### src/rtl/uart_rx_pkg.sv
// Shared definitions for the UART receiver and its baud-rate generator.
package uart_rx_pkg;

  typedef enum logic [1:0] {
    IDLE  = 2'd0,
    START = 2'd1,
    DATA  = 2'd2,
    STOP  = 2'd3
  } state_t;

  localparam int DATA_BITS_DEF = 8;
  localparam int NUM_TICKS_DEF = 16;
  localparam int SB_TICKS_DEF  = 16;
  localparam int CLK_RATE_DEF  = 50_000_000;
  localparam int BAUD_RATE_DEF = 115_200;

  // Tick counter width: must hold max(num_ticks, sb_ticks)-1.
  function automatic int cnt_width(input int num_ticks, input int sb_ticks);
    int m;
    m = (num_ticks > sb_ticks) ? num_ticks : sb_ticks;
    return (m > 2) ? $clog2(m) : 1;
  endfunction

  // Divider the baud-rate generator uses to produce the oversampling tick.
  function automatic int tick_div(input int clk_rate, input int baud_rate,
                                  input int num_ticks);
    return clk_rate / (baud_rate * num_ticks);
  endfunction

  localparam int TICK_DIV_DEF = tick_div(CLK_RATE_DEF, BAUD_RATE_DEF, NUM_TICKS_DEF);

endpackage

### src/rtl/uart_rx_if.sv
// Receiver-side bundle: oversampling tick and serial line in, received word out.
interface uart_rx_if #(
  parameter int DATA_BITS = 8
);
  logic                 TICK;
  logic                 RX;
  logic [DATA_BITS-1:0] DOUT;
  logic                 RX_DONE;
  logic                 FRAME_ERR;

  // Upstream side: baud generator / board pin plus the byte consumer.
  modport master (
    output TICK,
    output RX,
    input  DOUT,
    input  RX_DONE,
    input  FRAME_ERR
  );

  // The receiver itself.
  modport slave (
    input  TICK,
    input  RX,
    output DOUT,
    output RX_DONE,
    output FRAME_ERR
  );
endinterface

### src/rtl/uart_rx_sync_2ff.sv
// Single-bit two-flop synchronizer with a configurable reset level.
module uart_rx_sync_2ff #(
  parameter logic RST_VAL = 1'b1
) (
  input  logic clk,
  input  logic rst_n,
  input  logic d,
  output logic q
);
  logic meta;

  // Two back-to-back flops; both come out of reset at the idle level.
  always_ff @(posedge clk or negedge rst_n) begin
    if (!rst_n) begin
      meta <= RST_VAL;
      q    <= RST_VAL;
    end else begin
      meta <= d;
      q    <= meta;
    end
  end
endmodule

### src/rtl/uart_rx.sv
// UART receiver: 16x oversampled, LSB-first, mid-bit sampling, stop-bit check.
module uart_rx
  import uart_rx_pkg::*;
#(
  parameter int DATA_BITS = DATA_BITS_DEF,
  parameter int NUM_TICKS = NUM_TICKS_DEF,
  parameter int SB_TICKS  = SB_TICKS_DEF
) (
  input logic      CLK,
  input logic      RESET_N,
  uart_rx_if.slave bus
);
  localparam int CNT_W = cnt_width(NUM_TICKS, SB_TICKS);
  localparam int BIT_W = (DATA_BITS > 1) ? $clog2(DATA_BITS) : 1;

  localparam logic [CNT_W-1:0] START_MID = CNT_W'(NUM_TICKS / 2 - 1);
  localparam logic [CNT_W-1:0] DATA_LAST = CNT_W'(NUM_TICKS - 1);
  localparam logic [CNT_W-1:0] STOP_LAST = CNT_W'(SB_TICKS - 1);
  localparam logic [BIT_W-1:0] BIT_LAST  = BIT_W'(DATA_BITS - 1);

  state_t               state_q, state_d;
  logic [CNT_W-1:0]     cnt_q, cnt_d;
  logic [BIT_W-1:0]     bit_q, bit_d;
  logic [DATA_BITS-1:0] shift_q, shift_d;
  logic [DATA_BITS-1:0] dout_q, dout_d;
  logic                 ferr_q, ferr_d;
  logic                 done_q, done_d;
  logic                 rx_s;
  logic                 rx_prev;

  uart_rx_sync_2ff #(
    .RST_VAL(1'b1)
  ) u_sync (
    .clk  (CLK),
    .rst_n(RESET_N),
    .d    (bus.RX),
    .q    (rx_s)
  );

  // One-cycle delayed copy of the synchronized line for falling-edge detection.
  always_ff @(posedge CLK or negedge RESET_N) begin
    if (!RESET_N) rx_prev <= 1'b1;
    else          rx_prev <= rx_s;
  end

  // State, counters, shift register and registered outputs.
  always_ff @(posedge CLK or negedge RESET_N) begin
    if (!RESET_N) begin
      state_q <= IDLE;
      cnt_q   <= '0;
      bit_q   <= '0;
      shift_q <= '0;
      dout_q  <= '0;
      ferr_q  <= 1'b0;
      done_q  <= 1'b0;
    end else begin
      state_q <= state_d;
      cnt_q   <= cnt_d;
      bit_q   <= bit_d;
      shift_q <= shift_d;
      dout_q  <= dout_d;
      ferr_q  <= ferr_d;
      done_q  <= done_d;
    end
  end

  // Next-state logic; counters only move on TICK except the start-edge clear.
  always_comb begin
    state_d = state_q;
    cnt_d   = cnt_q;
    bit_d   = bit_q;
    shift_d = shift_q;
    dout_d  = dout_q;
    ferr_d  = ferr_q;
    done_d  = 1'b0;
    unique case (state_q)
      IDLE: begin
        // Edge only: a line stuck low cannot restart a frame.
        if (!rx_s && rx_prev) begin
          state_d = START;
          cnt_d   = '0;
        end
      end
      START: begin
        if (bus.TICK) begin
          if (cnt_q == START_MID) begin
            if (!rx_s) begin
              state_d = DATA;
              cnt_d   = '0;
              bit_d   = '0;
            end else begin
              state_d = IDLE;
            end
          end else begin
            cnt_d = cnt_q + 1'b1;
          end
        end
      end
      DATA: begin
        if (bus.TICK) begin
          if (cnt_q == DATA_LAST) begin
            cnt_d   = '0;
            shift_d = {rx_s, shift_q[DATA_BITS-1:1]};
            if (bit_q == BIT_LAST) state_d = STOP;
            else                   bit_d   = bit_q + 1'b1;
          end else begin
            cnt_d = cnt_q + 1'b1;
          end
        end
      end
      STOP: begin
        if (bus.TICK) begin
          if (cnt_q == STOP_LAST) begin
            dout_d  = shift_q;
            ferr_d  = ~rx_s;
            done_d  = 1'b1;
            state_d = IDLE;
          end else begin
            cnt_d = cnt_q + 1'b1;
          end
        end
      end
      default: state_d = IDLE;
    endcase
  end

  assign bus.DOUT      = dout_q;
  assign bus.RX_DONE   = done_q;
  assign bus.FRAME_ERR = ferr_q;

endmodule

### src/flat_wrapper.sv
// flat-port wrapper written by rule: the top's interface ports become plain ports
module uart_rx_flat import uart_rx_pkg::*;
#(
  parameter int DATA_BITS = DATA_BITS_DEF,
  parameter int NUM_TICKS = NUM_TICKS_DEF,
  parameter int SB_TICKS  = SB_TICKS_DEF
)
  (CLK, RESET_N, bus_TICK, bus_RX, bus_DOUT, bus_RX_DONE, bus_FRAME_ERR);
  uart_rx_if #(.DATA_BITS(DATA_BITS)) bus_i ();
  input logic CLK;
  input logic RESET_N;
  input wire logic [$bits(bus_i.TICK)-1:0] bus_TICK;
  input wire logic [$bits(bus_i.RX)-1:0] bus_RX;
  output wire logic [$bits(bus_i.DOUT)-1:0] bus_DOUT;
  output wire logic [$bits(bus_i.RX_DONE)-1:0] bus_RX_DONE;
  output wire logic [$bits(bus_i.FRAME_ERR)-1:0] bus_FRAME_ERR;
  assign bus_i.TICK = bus_TICK;
  assign bus_i.RX = bus_RX;
  assign bus_DOUT = bus_i.DOUT;
  assign bus_RX_DONE = bus_i.RX_DONE;
  assign bus_FRAME_ERR = bus_i.FRAME_ERR;
  uart_rx #(.DATA_BITS(DATA_BITS), .NUM_TICKS(NUM_TICKS), .SB_TICKS(SB_TICKS)) u_core (.CLK(CLK), .RESET_N(RESET_N), .bus(bus_i));
endmodule
### config.mk
export PLATFORM = sky130hd
export DESIGN_NAME = uart_rx_flat
export DESIGN_NICKNAME = d
export VERILOG_FILES = /design/src/rtl/uart_rx_pkg.sv /design/src/rtl/uart_rx_if.sv /design/src/rtl/uart_rx_sync_2ff.sv /design/src/rtl/uart_rx.sv /design/src/flat_wrapper.sv
export SDC_FILE = /design/constraint.sdc
export NUM_CORES = 1
export LEC_CHECK = 0
export ABC_AREA = 1
export CAP_MARGIN = 5
export CELL_PAD_IN_SITES_DETAIL_PLACEMENT = 0
export CELL_PAD_IN_SITES_GLOBAL_PLACEMENT = 1
export CORE_UTILIZATION = 25
export CTS_CLUSTER_DIAMETER = 80
export DETAILED_ROUTE_END_ITERATION = 7
export PLACE_DENSITY = 0.62
export SLEW_MARGIN = 20
export SYNTH_ARGS = -nofsm -noshare
export SYNTH_HDL_FRONTEND = slang
export SYNTH_SLANG_ARGS = --single-unit
### constraint.sdc
create_clock -name CLK -period 1.99 [get_ports CLK]
set_input_delay 0.398 -clock CLK [delete_from_list [all_inputs] [get_ports CLK]]
set_output_delay 0.398 -clock CLK [all_outputs]
set_load 0.005 [all_outputs]
# Word-level counts from Yosys, hierarchy flattened

Index checks and enable logic that the tools add are counted.

Bits in registers: 30
Bits of input ports: 4
Output and inout port bits: 10
Word-level logic and storage cells: 69

$add $sub $neg: 2
Equality and inequality tests: 18
Muxes and demuxes: 29
Bitwise gates (word level): 1
Reductions and logical operators: 9

Operators with widths:

| kind                | count |
|---|---|
| $mux 4              | 8 |
| $mux 2              | 9 |
| $mux 3              | 6 |
| $pmux 4 s4          | 1 |
| $ne 2x2->1 const B  | 6 |
| $ne 2x1->1 const B  | 5 |
| $pmux 2 s4          | 1 |
| $reduce_and 8->1    | 1 |
| $reduce_and 7->1    | 1 |
| $pmux 3 s2          | 1 |
| $reduce_and 3->1    | 2 |
| $reduce_and 6->1    | 1 |
| $add 4x1->4 const B | 1 |
| $eq 2x2->1 const B  | 2 |
| $eq 4x3->1 const B  | 1 |
| $eq 4x4->1 const B  | 1 |
| $add 3x1->3 const B | 1 |
| $eq 3x3->1 const B  | 1 |
| $mux 1              | 3 |
| $ne 3x3->1 const B  | 1 |
| $eq 2x1->1 const B  | 1 |
| $logic_not 2->1     | 1 |
| $reduce_bool 2->1   | 1 |
| $logic_and 1x1->1   | 1 |
| other kinds (2)     | 2 |

# Depth between registers and ports, before layout

Gate-level depths: netlist of the first run.

Depth in word-level cells: 5
Depth in mapped cells: 10
Gate-level depth less buffers: 10

# Modules after synthesis

A second synthesis of the first run with hierarchy kept.

Cells, all modules: 165
Area, all modules: 1433.9 um^2

Modules (own cells, without submodules):

| module           | instances | cells an instance | area each (um^2) | sequential area each (um^2) |
|---|---|---|---|---|
| uart_rx          | 1         | 163               | 1381.3           | 701.9 |
| uart_rx_sync_2ff | 1         | 2                 | 52.6             | 52.6 |

# Worst setup path after synthesis of the first run

OpenSTA, ideal clock, no wires.

Path type: flip-flop to flip-flop
Start: reg u_core.cnt_q[0]
End: reg u_core.state_q[0]
Setup time: 0.119 ns
Arrival: 1.271 ns
Data required time: 1.871 ns
Path slack: 0.600 ns
Cell stages (with the launch flop): 8
Buffers on the path: 0
Clock period less this slack: 1.390 ns
Cell sequence: dfrtp_1 > ha_1 > nand3_2 > nand2_1 > nand2_1 > nor2_1 > nand3_1 > and2_1

Longest elaborated chain between the ends: 3
Elaborated cells between the ends (all ways): 6
Those cells by class: eq/ne: 5; reduce/logical: 1

Ends and longest elaborated chain:

| element                                  | RTL line                                      | source |
|---|---|---|
| from (decl)                              | uart_rx.sv:22                                 | `logic [CNT_W-1:0] cnt_q, cnt_d;` |
| from (signal assigned)                   | uart_rx.sv:58                                 | `cnt_q <= cnt_d;` |
| $eq 4x4->1 or $eq 4x3->1 (tied branches) | uart_rx.sv:101, uart_rx.sv:113, uart_rx.sv:86 |  |
| $ne 2x1->1 (no source line)              | n/a                                           |  |
| $reduce_and 8->1 (no source line) *      | n/a                                           |  |
| to (signal assigned)                     | uart_rx.sv:57                                 | `state_q <= state_d;` |
| to (decl)                                | uart_rx.sv:21                                 | `state_t state_q, state_d;` |

Every way passes the cells marked *; elsewhere a longest branch is shown, timed or not.
A chain may end at the register's enable or synchronous reset.

# Worst setup path in the final report of the first run

Ends and elaborated chain as after synthesis.

==> results of run 1 <==
==> layout by cell type (no fill, tap or decap) <==
master	netlist	routed
dfstp_2	3	3
o21ai_2	2	2
xnor2_1	1	1
inv_2	1	1
nand3_1	10	10
buf_4	0	2
clkbuf_8	0	6
nor4_4	1	1
clkbuf_1	0	2
nand2_2	3	3
nand4_1	1	1
nor2_2	3	3
a21oi_1	2	2
nor2_1	9	9
and2_1	1	1
dfrtp_1	27	27
inv_1	20	20
ha_1	3	3
clkdlybuf4s50_1	0	13
nand3_2	1	1
o21ai_0	15	15
nand3b_1	1	1
nand2_1	53	53
==> metal layers <==
layer,up-vias,global-route usage [%]
met2,12,14.6
met4,0,4.62
met5,-,0
met3,2,4.07
met1,460,12.8
li1,539,-
==> cells in the mapped netlist (2+ instances only) <==
cell type and count:
nand2_1 53, dfrtp_1 27, inv_1 20, o21ai_0 15
nand3_1 10, nor2_1 9, buf_6 3, dfstp_2 3
ha_1 3, nand2_2 3, nor2_2 3, a21oi_1 2
o21ai_2 2
==> kinds of logic after synthesis <==
family,Yosys count,synth area share (%)
DFF,30,54.4
buffers and inverters,24,8.11
AOI/OAI and AO/OA,19,7.39
and+or+nand+nor,83,26.8
xor gates and xnor gates,1,0.631
adders and majority gates,3,2.71
==> worst reg2reg max path, delay by kind of cell, from the launching register on <==
| kind | cells | cell delay [ns] |
|---|---|---|
| and+or+nand+nor | 6 | 0.82 |
| adders and majority gates | 1 | 0.25 |
| DFF | 1 | 0.39 |
==> layout make-up <==
class / count / area (um2)
clock buffers: 8 / 90.1
well taps: 70 / 87.6
multi-input cells: 106 / 520
inverters: 21 / 78.8
repair buffers: 15 / 145
flip-flops and latches: 30 / 754
fillers: 555 / 3560
==> worst paths after layout <==
path	cells after the start	end	start
max	7	u_core.state_q[0]	u_core.cnt_q[0]
min	0	u_core.u_sync.q	u_core.u_sync.meta
max reg2reg	7	u_core.state_q[0]	u_core.cnt_q[0]
min reg2reg	0	u_core.u_sync.q	u_core.u_sync.meta
max in group asynchronous	2	u_core.rx_prev	RESET_N
min in group asynchronous	2	u_core.bit_q[2]	RESET_N
==> stage by stage <==
stage / hold slack (ns) / worst slack, ns
3_5_place_dp: 0.348 / 0.174
4_1_cts: 0.357 / 0.418
3_3_place_gp: 0.347 / 0.161
5_1_grt: 0.358 / 0.214
6_report: 0.356 / 0.431
2_1_floorplan: 0.102 / 0.600
==> power by group through the flow <==
stage               Combinational [mW]  Clock, mW  Sequential, mW
global placement                 0.494          0           0.793
finish                           0.479      0.493           0.777
global route                     0.565      0.546           0.792
floorplan                        0.416          0           0.751
detailed placement               0.488          0           0.788
CTS                              0.488      0.518           0.778
==> registers in the layout, indices dropped and copies added (netlist names), named ones only <==
name and flops:
u_core.bus.DOUT 8, u_core.shift_q 8, u_core.cnt_q 4, u_core.bit_q 3, u_core.bus.FRAME_ERR 1, u_core.bus.RX_DONE 1
u_core.rx_prev 1, u_core.state_q 1, u_core.u_sync.meta 1, u_core.u_sync.q 1
==> run metrics, run 1 <==
Hold Vio Cnt, Final=0; Cell Area, Placed=1590 um2; number of I/O pins=14; post-synthesis instance total=160; # Max-Cap Violations=0; Synth Area per Inst=8.67 um2; uppermost layer routed=met4; Area contributors post-synth=dfrtp_1 49%, nand2_1 14%, dfstp_2 5.7%; worst hold path class=reg -> reg; Comb pwr share=a little over a quarter; Slew headroom=73.8%; Peak Freq=0.641 GHz; share of the yosys chip area belonging to registers=54.4%; Initial DRC Count=between 40 and 50; period utilisation layout=78.3%; final non-filler cell area=1680 um2; post-CTS setup buffer count=0; EDFF count, synth=0; cell taking the most area after synthesis=dfrtp_1; wire length of the first global-routing pass=between 4000 and 5000 um; TritonCTS Sinks=30; Power Internal=1.14 mW; total power=1.75 mW; antenna cells=0; Netlist Area Pre-Place=1390 um2; port bufs=13; # setup viols final=0; Critical Path, Cell by Cell=ha_1 > nand3_2 > nand2_1 > nand2_1 > nor2_1 > nand3_1 > and2_1; maximum vdd drop=0.488 mV; ys async rst share=100%; Detailed Route WL=2500 um; R2R setup slack=0.43 ns; vias in the first global route=990; Reg clk slew, reported paths=0.06 ns; Clk Tree Root Cell=clkbuf_8; post-cts resize count=0; CP Class=reg -> reg; Core Area=5240 um2; dpl cells=242; Clock power frac=roughly 28%; area share of the largest cell type after synthesis=48.7%; Most common cell on crit path=nand2_1; initial antenna violation count=0; Die Ht=around 77 um; final core utilization=32.0%; drt pass-1 iters=4; Flop pwr share=between 40 and 50%; GRT overflow=0; Sw Share=between 30% and 40%; Yosys Warn Count=0; die area=just under 6000 um2; CP Data Required Time=2.15 ns; largest net degree at the start of global routing=31; critical-path maximum fanout=4; Max Slew Vio Count=0; post-route ant nets=0; H-tree depth=2; CTS tree=yes; Psw=just over 0.6 mW; Setup Skew=0.00509 ns; Site Rows=26; fraction of layout cells with a size suffix above 1=between 10% and 20%; unrepaired setup endpoints after global routing=false; drc violations=0; Distinct cells, synth=20; Lkg Pwr=~0.83 nW; met1 WL=about 1200 um; Die Span X=76.5 um; post-DR wirelength/cell=9.98 um; Max Buffers Root-to-Sink=2; PwrDens=1040 nW/um2; critical path's slowest cell=dfrtp_1; Synth Flop Type=dfrtp_1; Data arrival, critical path=1.72 ns; pin slew with the least headroom to its limit=between 0.3 and 0.4 ns; GPL Wtd Cong=0.737; status=complete, no violations; Seq cells post-synth=30; final cell count without fillers=250; met2 wire len=1140 um; Final min period=1.56 ns; CP Capture Type=flop; clk_lat worst skew=0.27 ns; HPWL after detailed placement=1750 um; crit-path max cell delay=~0.39 ns; Starting Density=26.5%; Critical Path Source Type=flop; Met3 Routed Length=94 um; hold_buf cts=0; nets=186; Area growth syn-to-layout=20.8%; CP top delay family=simple AND/OR/NAND/NOR gates; syn nets=167; CTS Buf Count=5; CP bufs+invs=0; drt via density=around 4; Vias=1013; gr usage total=9.99%; post-route setup TNS=0 ns
No activity file was read; power rests on OpenSTA's default activity.
==> run 2: changes to the inputs <==
clock period = 1.5 ns   (was 1.99 ns; I/O delays follow)
==> run 2 against run 1 <==
  * Sequential cell count unchanged
  * Cell count grew 4.8%
  * Highest routed layer unchanged
  * Combinational power increased by 110%
  * Register-to-register slack worse by 0.36 ns
  * Design area rose by 14%
  * Non-clock buffer count up 13
  * Hold slack better by 0.0028 ns
  * Routed wire length rose by 14%
==> run metrics, run 2 (synthesized netlist as in run 1, its figures left out) <==
critical-path maximum fanout=2; period utilisation layout=96.4%; GRT overflow=0; PwrDens=1500 nW/um2; Clk Tree Root Cell=clkbuf_8; most frequent cells in the layout=43 x nand2_1, 25 x dfrtp_1, 18 x inv_1; WHS=roughly 0.36 ns; post-route setup TNS=0 ns; gr usage total=10.4%; Critical Path, Cell by Cell=clkdlybuf4s50_1; drc violations=0; nets=199; Setup Skew=0.00454 ns; CP bufs+invs=1; crit-path max cell delay=0.51 ns; # Max-Cap Violations=0; Die Ht=76.5 um; Max Slew Vio Count=0; drt via density=4.14; Critical Path Source Type=flop; Slew headroom=between 80% and 90%; clk_lat worst skew=0.28 ns; Area growth syn-to-layout=37.2%; area of the multi-input gates=~610 um2; Initial DRC Count=40; wire length of the first global-routing pass=4690 um; CP Capture Type=output port; pin slew with the least headroom to its limit=roughly 0.26 ns; # setup viols final=0; worst hold path class=reg -> reg; final cell count without fillers=262; Peak Freq=0.692 GHz; CTS Buf Count=5; maximum vdd drop=0.590 mV; CTS tree=yes; R2R setup slack=0.07 ns; Starting Density=26.5%; die area=between 5000 and 6000 um2; Core Area=5240 um2; Detailed Route WL=2850 um; dpl cells=253; number of I/O pins=14; Vias=approximately 1100; Lkg Pwr=0.920 nW; Final min period=1.45 ns; Reg clk slew, reported paths=0.06 ns; antenna cells=0; HPWL after detailed placement=1940 um; unrepaired setup endpoints after global routing=true; largest net degree at the start of global routing=20; Fillers=approximately 540; fraction of layout cells with a size suffix above 1=29.7%; initial antenna violation count=0; CP Class=reg -> out; Max Buffers Root-to-Sink=2; vias in the first global route=1067; CP top delay family=buffers and inverters; post-DR wirelength/cell=10.9 um; post-route ant nets=0; Data arrival, critical path=roughly 1.2 ns; sequential cell area=757 um2; Die Span X=76.5 um; drt pass-1 iters=3; CP Data Required Time=1.20 ns; status=complete, no violations; H-tree depth=2; Site Rows=26; most common cell after layout, fill and taps aside=nand2_1; port bufs=13; GPL Wtd Cong=0.711; critical path's slowest cell=clkdlybuf4s50_1; Hold Vio Cnt, Final=0; TritonCTS Sinks=30
-- run 2: layout make-up --
type | count | area share [%]
tap | 70 | 4.60
timing repair buffer | 28 | 13.4
multi-input combinational | 106 | 32.2
clock inverter | 1 | 1.58
sequential | 30 | 39.8
inverter | 21 | 4.14
clock buffer | 6 | 4.34
-- run 2: what timing repair did --
item                       4_1_cts  5_1_grt
setup buffers                    0        2
setup endpoints to repair        2       18
gates resized for setup          1       27
pin swaps                        0        5
hold buffers                     0        0
gates cloned                     0        0
-- run 2: final timing paths --
path                                    startpoint              end  cells past startpoint
worst min register to register  u_core.u_sync.meta  u_core.u_sync.q                      0
worst min-delay path            u_core.u_sync.meta  u_core.u_sync.q                      0
worst max register to register     u_core.bit_q[1]  u_core.bit_q[0]                     10
min in group asynchronous                  RESET_N  u_core.cnt_q[3]                      2
max in group asynchronous                  RESET_N  u_core.u_sync.q                      2
worst max-delay path            u_core.bus.DOUT[1]      bus_DOUT[1]                      1
-- run 2: through the flow --
step | power [mW] | utilization (%) | cell area, um2 | setup slack [ns]
floorplan | 1.55 | - | 1390 | 0.110
global placement | 1.88 | 32.1 | 1680 | -0.143
detailed placement | 1.86 | 32.1 | 1680 | -0.143
CTS | 2.71 | 34.4 | 1800 | -0.0180
global route | 3.06 | 36.4 | 1900 | -0.0241
finish | 2.86 | 36.4 | 1900 | 0.0547
-- run 2: power by group --
group	switching [mW]	internal (mW)	leakage, nW
logic	0.547	0.443	0.482
clock network	0.299	0.531	0.0573
registers	0.119	0.918	0.381
-- run 2: routing by layer --
metal  part of all wire [%]  vias up  global-route usage [%]
li1                       -      567                       -
met1                     47      502                    12.2
met2                     47       11                    16.5
met3                    3.2        5                    3.47
met4                    2.1        0                    5.77
met5                      0        -                       0
